### config.mk
export PLATFORM = sky130hd
export DESIGN_NAME = alu_exec_unit_flat
export DESIGN_NICKNAME = d
export VERILOG_FILES = /design/src/rtl/alu_exec_unit_if.sv /design/src/rtl/alu_exec_unit.sv /design/src/flat_wrapper.sv
export SDC_FILE = /design/constraint.sdc
export NUM_CORES = 1
export LEC_CHECK = 0
export ABC_AREA = 1
export BUFFER_PORTS_ARGS = -buffer_cell sky130_fd_sc_hd__buf_2
export CAP_MARGIN = 20
export CORE_MARGIN = 4
export CORE_UTILIZATION = 45
export CTS_BUF_LIST = sky130_fd_sc_hd__clkbuf_8 sky130_fd_sc_hd__clkbuf_16
export DETAILED_ROUTE_END_ITERATION = 6
export SYNTH_ARGS = -nofsm -noshare
export SYNTH_HDL_FRONTEND = slang
export SYNTH_SLANG_ARGS = --single-unit
### constraint.sdc
create_clock -name clk -period 5.2 [get_ports clk]
set_clock_uncertainty 0.05 [all_clocks]
set_input_delay 1.04 -clock clk [delete_from_list [all_inputs] [get_ports clk]]
set_output_delay 1.04 -clock clk [all_outputs]
set_load 0.005 [all_outputs]
### src/rtl/alu_exec_unit_if.sv
// Request/write-back bundle between the register file read ports and the ALU execute stage.
// The master drives an issue request; the slave returns busy and the write-back strobe.
interface alu_exec_unit_if #(
  parameter int WIDTH = 5,
  parameter int AW    = 2
) ();
  logic             start;
  logic [2:0]       op;
  logic [WIDTH-1:0] a;
  logic [WIDTH-1:0] b;
  logic [AW-1:0]    dst;
  logic             busy;
  logic             wb_en;
  logic [AW-1:0]    wb_addr;
  logic [WIDTH-1:0] wb_data;
  logic             zero;
  logic             carry;
  logic             div_by_zero;

  modport master (
    output start, op, a, b, dst,
    input  busy, wb_en, wb_addr, wb_data, zero, carry, div_by_zero
  );

  modport slave (
    input  start, op, a, b, dst,
    output busy, wb_en, wb_addr, wb_data, zero, carry, div_by_zero
  );
endinterface

### src/rtl/alu_exec_unit.sv
// Execute stage: single-cycle ADD/SUB/AND/OR/XOR/SHL, iterative shift-add MUL and
// restoring DIV, with a one-cycle write-back into the register file.
module alu_exec_unit #(
  parameter int WIDTH = 5,
  parameter int AW    = 2
) (
  input  logic           clk,
  input  logic           rst_n,
  alu_exec_unit_if.slave bus
);
  localparam int CW = $clog2(WIDTH + 1);

  typedef enum logic [1:0] {
    S_IDLE = 2'd0,
    S_ITER = 2'd1,
    S_WB   = 2'd2
  } state_t;

  state_t             state_q, state_d;
  logic [CW-1:0]      cnt_q, cnt_d;
  logic [WIDTH-1:0]   a_q, a_d;
  logic [WIDTH-1:0]   b_q, b_d;
  logic               op_div_q, op_div_d;
  logic [AW-1:0]      dst_q, dst_d;
  logic [2*WIDTH-1:0] acc_q, acc_d;
  logic [WIDTH-1:0]   rem_q, rem_d;
  logic [WIDTH-1:0]   wb_data_q, wb_data_d;
  logic [AW-1:0]      wb_addr_q, wb_addr_d;
  logic               zero_q, zero_d;
  logic               carry_q, carry_d;
  logic               dbz_q, dbz_d;

  logic [WIDTH:0]     sum;
  logic [WIDTH:0]     diff;
  logic [WIDTH+7:0]   shl_full;
  logic [WIDTH-1:0]   alu_res;
  logic               alu_carry;

  logic [2*WIDTH-1:0] mul_next;
  logic [WIDTH:0]     rem_shift;
  logic               rem_ge;
  logic [WIDTH-1:0]   rem_next;
  logic [WIDTH-1:0]   quo_next;

  // Single-cycle ops work straight off the read-port values on the issue edge.
  always_comb begin
    sum       = {1'b0, bus.a} + {1'b0, bus.b};
    diff      = {1'b0, bus.a} - {1'b0, bus.b};
    shl_full  = {8'b0, bus.a} << bus.b[2:0];
    alu_res   = '0;
    alu_carry = 1'b0;
    case (bus.op)
      3'b000: begin
        alu_res   = sum[WIDTH-1:0];
        alu_carry = sum[WIDTH];
      end
      3'b001: begin
        alu_res   = diff[WIDTH-1:0];
        alu_carry = diff[WIDTH];
      end
      3'b010: alu_res = bus.a & bus.b;
      3'b011: alu_res = bus.a | bus.b;
      3'b100: alu_res = bus.a ^ bus.b;
      3'b101: begin
        alu_res   = shl_full[WIDTH-1:0];
        alu_carry = |shl_full[WIDTH+7:WIDTH];
      end
      default: begin
        alu_res   = '0;
        alu_carry = 1'b0;
      end
    endcase
  end

  // One iteration step: MUL consumes b LSB-first, DIV consumes a MSB-first.
  // With b==0 every restoring compare succeeds, so the quotient saturates to all ones.
  always_comb begin
    mul_next  = acc_q + (b_q[0] ? ({{WIDTH{1'b0}}, a_q} << cnt_q) : '0);
    rem_shift = {rem_q, a_q[WIDTH-1]};
    rem_ge    = (rem_shift >= {1'b0, b_q});
    rem_next  = rem_ge ? (rem_shift[WIDTH-1:0] - b_q) : rem_shift[WIDTH-1:0];
    quo_next  = {acc_q[WIDTH-2:0], rem_ge};
  end

  always_comb begin
    state_d   = state_q;
    cnt_d     = cnt_q;
    a_d       = a_q;
    b_d       = b_q;
    op_div_d  = op_div_q;
    dst_d     = dst_q;
    acc_d     = acc_q;
    rem_d     = rem_q;
    wb_data_d = wb_data_q;
    wb_addr_d = wb_addr_q;
    zero_d    = zero_q;
    carry_d   = carry_q;
    dbz_d     = dbz_q;
    case (state_q)
      S_IDLE: begin
        if (bus.start) begin
          a_d      = bus.a;
          b_d      = bus.b;
          op_div_d = bus.op[0];
          dst_d    = bus.dst;
          if (bus.op[2:1] == 2'b11) begin
            state_d = S_ITER;
            cnt_d   = '0;
            acc_d   = '0;
            rem_d   = '0;
          end else begin
            state_d   = S_WB;
            wb_data_d = alu_res;
            wb_addr_d = bus.dst;
            zero_d    = (alu_res == '0);
            carry_d   = alu_carry;
            dbz_d     = 1'b0;
          end
        end
      end
      S_ITER: begin
        cnt_d = cnt_q + CW'(1);
        if (op_div_q) begin
          a_d   = a_q << 1;
          rem_d = rem_next;
          acc_d = {{WIDTH{1'b0}}, quo_next};
        end else begin
          b_d   = b_q >> 1;
          acc_d = mul_next;
        end
        if (cnt_q == CW'(WIDTH - 1)) begin
          state_d   = S_WB;
          wb_addr_d = dst_q;
          if (op_div_q) begin
            wb_data_d = quo_next;
            zero_d    = (quo_next == '0);
            carry_d   = 1'b0;
            dbz_d     = (b_q == '0);
          end else begin
            wb_data_d = mul_next[WIDTH-1:0];
            zero_d    = (mul_next[WIDTH-1:0] == '0);
            carry_d   = |mul_next[2*WIDTH-1:WIDTH];
            dbz_d     = 1'b0;
          end
        end
      end
      S_WB:    state_d = S_IDLE;
      default: state_d = S_IDLE;
    endcase
  end

  always_ff @(posedge clk) begin
    if (!rst_n) begin
      state_q   <= S_IDLE;
      cnt_q     <= '0;
      a_q       <= '0;
      b_q       <= '0;
      op_div_q  <= 1'b0;
      dst_q     <= '0;
      acc_q     <= '0;
      rem_q     <= '0;
      wb_data_q <= '0;
      wb_addr_q <= '0;
      zero_q    <= 1'b0;
      carry_q   <= 1'b0;
      dbz_q     <= 1'b0;
    end else begin
      state_q   <= state_d;
      cnt_q     <= cnt_d;
      a_q       <= a_d;
      b_q       <= b_d;
      op_div_q  <= op_div_d;
      dst_q     <= dst_d;
      acc_q     <= acc_d;
      rem_q     <= rem_d;
      wb_data_q <= wb_data_d;
      wb_addr_q <= wb_addr_d;
      zero_q    <= zero_d;
      carry_q   <= carry_d;
      dbz_q     <= dbz_d;
    end
  end

  assign bus.busy        = (state_q != S_IDLE);
  assign bus.wb_en       = (state_q == S_WB);
  assign bus.wb_addr     = wb_addr_q;
  assign bus.wb_data     = wb_data_q;
  assign bus.zero        = zero_q;
  assign bus.carry       = carry_q;
  assign bus.div_by_zero = dbz_q;
endmodule

### src/flat_wrapper.sv
// flat-port wrapper written by rule: the top's interface ports become plain ports
module alu_exec_unit_flat 
#(
  parameter int WIDTH = 5,
  parameter int AW    = 2
)
  (clk, rst_n, bus_start, bus_op, bus_a, bus_b, bus_dst, bus_busy, bus_wb_en, bus_wb_addr, bus_wb_data, bus_zero, bus_carry, bus_div_by_zero);
  alu_exec_unit_if #(.WIDTH(WIDTH), .AW(AW)) bus_i ();
  input  logic clk;
  input  logic rst_n;
  input wire logic [$bits(bus_i.start)-1:0] bus_start;
  input wire logic [$bits(bus_i.op)-1:0] bus_op;
  input wire logic [$bits(bus_i.a)-1:0] bus_a;
  input wire logic [$bits(bus_i.b)-1:0] bus_b;
  input wire logic [$bits(bus_i.dst)-1:0] bus_dst;
  output wire logic [$bits(bus_i.busy)-1:0] bus_busy;
  output wire logic [$bits(bus_i.wb_en)-1:0] bus_wb_en;
  output wire logic [$bits(bus_i.wb_addr)-1:0] bus_wb_addr;
  output wire logic [$bits(bus_i.wb_data)-1:0] bus_wb_data;
  output wire logic [$bits(bus_i.zero)-1:0] bus_zero;
  output wire logic [$bits(bus_i.carry)-1:0] bus_carry;
  output wire logic [$bits(bus_i.div_by_zero)-1:0] bus_div_by_zero;
  assign bus_i.start = bus_start;
  assign bus_i.op = bus_op;
  assign bus_i.a = bus_a;
  assign bus_i.b = bus_b;
  assign bus_i.dst = bus_dst;
  assign bus_busy = bus_i.busy;
  assign bus_wb_en = bus_i.wb_en;
  assign bus_wb_addr = bus_i.wb_addr;
  assign bus_wb_data = bus_i.wb_data;
  assign bus_zero = bus_i.zero;
  assign bus_carry = bus_i.carry;
  assign bus_div_by_zero = bus_i.div_by_zero;
  alu_exec_unit #(.WIDTH(WIDTH), .AW(AW)) u_core (.clk(clk), .rst_n(rst_n), .bus(bus_i));
endmodule
==> key figures, run 1 <==
Floorplanning
  – Die ar.: 9760 um^2
  – Placeable core area: 7890 um^2
  – Die Y: 98.8 um
  – Site row count: 32
  – Die X: 98.8 um
  – Io pins: 30
  – Starting Density: 47.0%

Synthesis
  – Count leader, synth: nand2_1
  – Yosys reg bits: 43
  – Yosys top cell area share: 23.2%
  – Synth top cells by count: nand2_1 (178), inv_1 (76), a21oi_1 (45)
  – Synthesized instance count: 591
  – Dominant cells by area after synthesis: dfxtp_1 (23%), nand2_1 (18%), ha_1 (11%), inv_1 (7.7%), a21oi_1 (6.1%)
  – Mapped Nets: 645
  – Mapped Area: 3710 um^2
  – Avg Cell Area, Syn: 6.28 um^2
  – Largest area contributor in the netlist: dfxtp_1
  – Ys async rst share: 0%
  – Count of cell types in the netlist: 46
  – Top FF cell, synth: dfxtp_1
  – Synthesis warning total: 0
  – Number of flops mapped to enable cells by yosys: 0
  – Sequential area share after synthesis: 23.2%

Setup path
  – Top Family by Delay on Critical Path: simple AND/OR/NAND/NOR gates
  – CP Cell Sequence: inv_1 -> nor2_1 -> inv_1 -> nor2_1 -> ha_1 -> inv_1 -> fa_1 -> inv_1 -> nand3_1 -> nand2_1 -> nand2_1 -> nand2_1 -> nand2_1 -> nand2_1 -> nand2_1 -> nor2_1 -> nand2_1 -> nand2_1 -> nand3_1 -> nand2_1 -> inv_1
  – Setup CP Type: flop to flop
  – Critical path's largest stage delay: 0.43 ns
  – Worst EP arrival: 2.81 ns
  – FF-to-FF path depth: 21
  – Worst path bufs/invs: 5
  – Critical path depth: 21
  – Slowest cell on crit path: dfxtp_1
  – CP required: 5.36 ns
  – Worst setup SP type: flop
  – Crit. End Element: flop
  – Most used cell, CP: nand2_1
  – Max FO, Critical Path: 6

Power and ir drop
  – LEAKAGE: 1.96 nW
  – Cell Pwr Density: 221 nW/um^2
  – Maximum vdd drop: 0.125 mV
  – Pwr Total: 887 uW

Place
  – Placed cells: 708
  – Placer congestion estimate: 0.896
  – Worst slack at placement: 2.25 ns
  – IO buf count: 29
  – DP Wirelength: 8.29 mm

Clocking
  – Clock sinks: 43
  – H-tree Lvls: 2
  – CTS Buffer Depth: 2
  – Post-CTS sizing: 0
  – Hold_buf cts: 0
  – Root Buffer: clkbuf_8
  – Reg clk slew, reported paths: 0.09 ns
  – Post-CTS setup buffer count: 0
  – CTS tree: yes
  – Worst skew pair latency: 0.30 ns
  – TritonCTS buffer count: 5

Timing
  – Unrepaired setup endpoints after global routing: false
  – Tcrit/Tclk final: 51.0%
  – Worst relative slew slack: 44.3%
  – Slew Viols, Final: 0
  – FMAX: 0.377 GHz
  – WHS: 0.417 ns
  – Final setup viols: 0
  – Fin worst setup slack: 2.55 ns
  – Final Hold Fails: 0
  – Setup tns final: 0 ns
  – Post-route minimum period: 2.65 ns
  – Worst slew pin tran: 0.834 ns

Route
  – DR vias: 3733
  – Initial DRT Pass Iterations: 5
  – DRT iter0 DRCs: 256
  – Antenna Nets Post-Route: 0
  – Vias per cell: 5.22
  – Final wirelength: 10.3 mm
  – DR DRC count: 0
  – Wire length per cell: 14.5 um

Layout
  – Final net count: 667
  – P&R area growth vs syn: 8.09%
  – Ant. Diodes: 0
  – Final cell count without fillers: 715
  – Layout cells sized above 1: 10.3%

GRT
  – Global-route wire length before repair: 17.0 mm
  – Total GRT Usage: 21.3%
  – Vias in the first global route: 3506
  – Pin count of the biggest net entering global routing: 24
  – Initial antenna violation count: 0
  – Gr ovfl total: 0

Run
  – Max-cap violations: 0

Status
  – Status: complete, no violations

Min path
  – Hold Path Class: flop to flop
  – Worst hold path depth: 2
registers in the layout, summed over array words and instances, names as in the netlist:
signal                  flops
u_core.acc_q               10
u_core.a_q                  5
u_core.b_q                  5
u_core.bus.wb_data          5
u_core.rem_q                5
u_core.cnt_q                3
u_core.bus.wb_addr          2
u_core.dst_q                2
u_core.state_q              2
u_core.bus.carry            1
u_core.bus.div_by_zero      1
u_core.bus.zero             1
u_core.op_div_q             1
kinds of logic after synthesis:
logic type                 synth area share (%)
and+or+nand+nor                            34.4
xor gates and xnor gates                  0.944
adders and majority gates                  13.0
buffers and inverters                      11.2
DFF                                        23.2
AOI/OAI and AO/OA                          17.3
cells in the final DEF (no fill, tap or decap), types with 3 or more instances in the layout:
cell type,n
o211ai_1,3
inv_1,76
o21ai_0,38
ha_1,32
clkbuf_8,5
nand4_1,9
nor3_1,4
nor2_1,44
o21ai_1,4
buf_2,29
inv_2,6
nor2_4,4
nand3_1,37
nand2_1,178
a31oi_1,15
xor2_1,4
a21oi_1,45
dfxtp_1,43
fa_1,4
inv_4,3
cell type report:
cell class | count | area, um^2
clock buffers | 5 | 68.8
clock inverters | 2 | 37.5
fillers | 822 | 3880
inverters | 86 | 335
multi-input cells | 448 | 2430
flip-flops and latches | 43 | 861
well taps | 102 | 128
repair buffers | 29 | 145
stage by stage:
step	utilization, %	instance area [um^2]
floorplan	-	3710
global placement	49.5	3900
detailed placement	49.5	3900
CTS	50.8	4010
global route	50.8	4010
finish	50.8	4010
power breakdown:
part,switching [mW],internal [mW]
clock,0.119,0.141
sequential,0.0203,0.352
combinational,0.170,0.0849
total,0.310,0.578
path summary, 6_finish.rpt:
check                        from          endpoint  slack [ns]
hold / removal    u_core.rem_q[4]   u_core.rem_q[4]        0.42
setup reg to reg    u_core.b_q[0]  u_core.bus.carry        2.55
hold reg to reg   u_core.rem_q[4]   u_core.rem_q[4]        0.42
setup / recovery    u_core.b_q[0]  u_core.bus.carry        2.55
worst register-to-register path, cell delays in order, from the launching register on:
cell and delay (ns):
dfxtp_1 0.43, inv_1 0.10, nor2_1 0.13, inv_1 0.10, nor2_1 0.16, ha_1 0.20, inv_1 0.07, fa_1 0.40
inv_1 0.09, nand3_1 0.06, nand2_1 0.11, nand2_1 0.08, nand2_1 0.06, nand2_1 0.06, nand2_1 0.06, nand2_1 0.04
nor2_1 0.08, nand2_1 0.06, nand2_1 0.05, nand3_1 0.07, nand2_1 0.07, inv_1 0.03
metal layers:
metal  wire, um  track usage (%)
met1       5150             30.6
met2       4660             34.2
met3        458             3.26
met4         76             3.47
met5          0                0
Power figures use the tool's default switching activity.
==> inputs of run 2 (changes only) <==
Clock period 5.2 ns to 2.8 ns, I/O delays scaled along.
==> key figures, run 2 (same netlist as run 1, synthesis figures left out) <==
Floorplanning
  – Io pins: 30 (unchanged)
  – Site row count: 32 (unchanged)
  – Placeable core area: 7890 um^2 (unchanged)
  – Starting Density: 47.0% (unchanged)
  – Die X: 98.8 um (unchanged)
  – Die Y: 98.8 um (unchanged)
  – Die ar.: 9760 um^2 (unchanged)

Setup path
  – Most used cell, CP: nand2_1 (unchanged)
  – Top Family by Delay on Critical Path: simple AND/OR/NAND/NOR gates (unchanged)
  – Setup CP Type: flop to flop (unchanged)
  – CP Cell Sequence: inv_1 -> nor2_2 -> inv_1 -> nor2_2 -> ha_2 -> inv_1 -> fa_2 -> inv_1 -> nand3_1 -> nand2_2 -> nand2_1 -> nand2_1 -> nand2_1 -> nand2_1 -> nand2_1 -> nor2_1 -> nand2_1 -> nand2_1 -> nand3_1 -> nand2_1 -> inv_1 (was inv_1 -> nor2_1 -> inv_1 -> nor2_1 -> ha_1 -> inv_1 -> fa_1 -> inv_1 -> nand3_1 -> nand2_1 -> nand2_1 -> nand2_1 -> nand2_1 -> nand2_1 -> nand2_1 -> nor2_1 -> nand2_1 -> nand2_1 -> nand3_1 -> nand2_1 -> inv_1)
  – Crit. End Element: flop (unchanged)
  – Slowest cell on crit path: dfxtp_4 (was dfxtp_1)
  – Max FO, Critical Path: 6 (unchanged)
  – Worst path bufs/invs: 5 (unchanged)
  – Worst EP arrival: 2.73 ns (was 2.81 ns)
  – Worst setup SP type: flop (unchanged)
  – Critical path's largest stage delay: 0.39 ns (was 0.43 ns)
  – CP required: 2.97 ns (was 5.36 ns)

Place
  – Placer congestion estimate: 0.918 (was 0.896)
  – DP Wirelength: 8.25 mm (was 8.29 mm)
  – DP Area: 3920 um^2 (was 3900 um^2)
  – IO buf count: 29 (unchanged)

Clocking
  – CTS Buffer Depth: 2 (unchanged)
  – Hold_buf cts: 0 (unchanged)
  – Root Buffer: clkbuf_8 (unchanged)
  – CTS tree: yes (unchanged)
  – Reg clk slew, reported paths: 0.09 ns (about the same)
  – Worst skew pair latency: 0.30 ns (about the same)
  – H-tree Lvls: 2 (unchanged)
  – TritonCTS buffer count: 5 (unchanged)
  – Clock sinks: 43 (unchanged)

GRT
  – Total GRT Usage: 21.4% (was 21.3%)
  – Gr ovfl total: 0 (unchanged)
  – Initial antenna violation count: 0 (unchanged)
  – Global-route wire length before repair: 17.2 mm (was 17.0 mm)
  – Pin count of the biggest net entering global routing: 23 (was 24)
  – Vias in the first global route: 3477 (was 3506)

Timing
  – Worst relative slew slack: 45.4% (was 44.3%)
  – WHS: 0.425 ns (was 0.417 ns)
  – Unrepaired setup endpoints after global routing: false (unchanged)
  – Post-route minimum period: 2.57 ns (was 2.65 ns)
  – Final Hold Fails: 0 (unchanged)
  – Final setup viols: 0 (unchanged)
  – Slew Viols, Final: 0 (unchanged)
  – Tcrit/Tclk final: 91.7% (was 51.0%)
  – Worst slew pin tran: 0.819 ns (was 0.834 ns)
  – FMAX: 0.389 GHz (was 0.377 GHz)

Route
  – DR DRC count: 0 (unchanged)
  – DRT iter0 DRCs: 180 (was 256)
  – DR vias: 3799 (was 3733)
  – Initial DRT Pass Iterations: 4 (was 5)
  – Final wirelength: 10.3 mm (about the same)
  – Vias per cell: 5.28 (was 5.22)
  – Antenna Nets Post-Route: 0 (unchanged)
  – Wire length per cell: 14.3 um (was 14.5 um)

Layout
  – Ant. Diodes: 0 (unchanged)
  – Largest Register: u_core.acc_q (unchanged)
  – Final Cell Area: 4060 um^2 (was 4010 um^2)
  – Final net count: 670 (was 667)
  – P&R area growth vs syn: 9.38% (was 8.09%)
  – Layout cells sized above 1: 12.2% (was 10.3%)
  – Most common cell after layout, fill and taps aside: nand2_1 (unchanged)
  – Most frequent cells in the layout: nand2_1 (177), inv_1 (76), a21oi_1 (45) (was nand2_1 (178), inv_1 (76), a21oi_1 (45))
  – Max reg flops: 10 (unchanged)
  – Fill count: 831 (was 822)

Status
  – Status: complete, no violations (unchanged)

Power and ir drop
  – Maximum vdd drop: 0.240 mV (was 0.125 mV)
  – LEAKAGE: 1.98 nW (was 1.96 nW)
  – Cell Pwr Density: 411 nW/um^2 (was 221 nW/um^2)

Min path
  – Hold Path Class: flop to flop (unchanged)

Run
  – Max-cap violations: 0 (unchanged)
run 2: cell types whose count changed in the layout (fill, tap and decap cells not counted), sizes merged:
cell	change
buf	+3
clkinv	+2
clkinvlp	-1
run 2: timing repair:
action                                  in CTS  in global routing
setup buffers                                0                  1
gates resized for setup                      1                  8
pin swaps                                    0                  1
endpoints found under the setup margin       1                  4
run 2: metrics by stage:
step                util, %  setup WS (ns)  power, mW  TNS (ns)  cells
CTS                    51.1         0.0198       1.68         0    718
detailed placement     49.7        -0.0537       1.18   -0.0537    710
global placement       49.7        -0.0915       1.17   -0.0915    710
floorplan                 -          0.497       1.03         0    591
finish                 51.4          0.231       1.67         0    719
global route           51.4         0.0163       1.78         0    719
run 2: worst min-delay path: cells and delay by family, from the launching register on:
kind / cells / cell delay [ns]
AOI/OAI and AO/OA: 1 / 0.05
DFF: 1 / 0.32
and+or+nand+nor: 1 / 0.06
run 2: layer usage:
metal / track usage, % / vias to the layer above / routed length (um)
li1: - / 1970 / -
met1: 31.2 / 1733 / 5020
met2: 34.2 / 90 / 4720
met3: 2.19 / 6 / 455
met4: 4.20 / 0 / 62
met5: 0 / - / 0
run 2: report_power, final:
group	leakage [nW]	internal [mW]	switching, mW
Sequential	0.353	0.655	0.0361
Combinational	1.57	0.161	0.316
Clock	0.0581	0.266	0.236
run 2: final cells by class:
type | instances | area [um^2] | area share (%)
clock buffer | 5 | 68.8 | 1.70
clock inverter | 3 | 43.8 | 1.08
inverter | 86 | 335 | 8.26
multi-input combinational | 448 | 2450 | 60.3
sequential | 43 | 867 | 21.4
tap | 102 | 128 | 3.15
timing repair buffer | 32 | 168 | 4.13
run 2: worst paths after layout:
path | from | endpoint | slack (ns) | cells after the start
setup / recovery | u_core.b_q[0] | u_core.bus.carry | 0.23 | 21
setup reg to reg | u_core.b_q[0] | u_core.bus.carry | 0.23 | 21
hold / removal | u_core.acc_q[8] | u_core.acc_q[8] | 0.43 | 2
hold reg to reg | u_core.acc_q[8] | u_core.acc_q[8] | 0.43 | 2
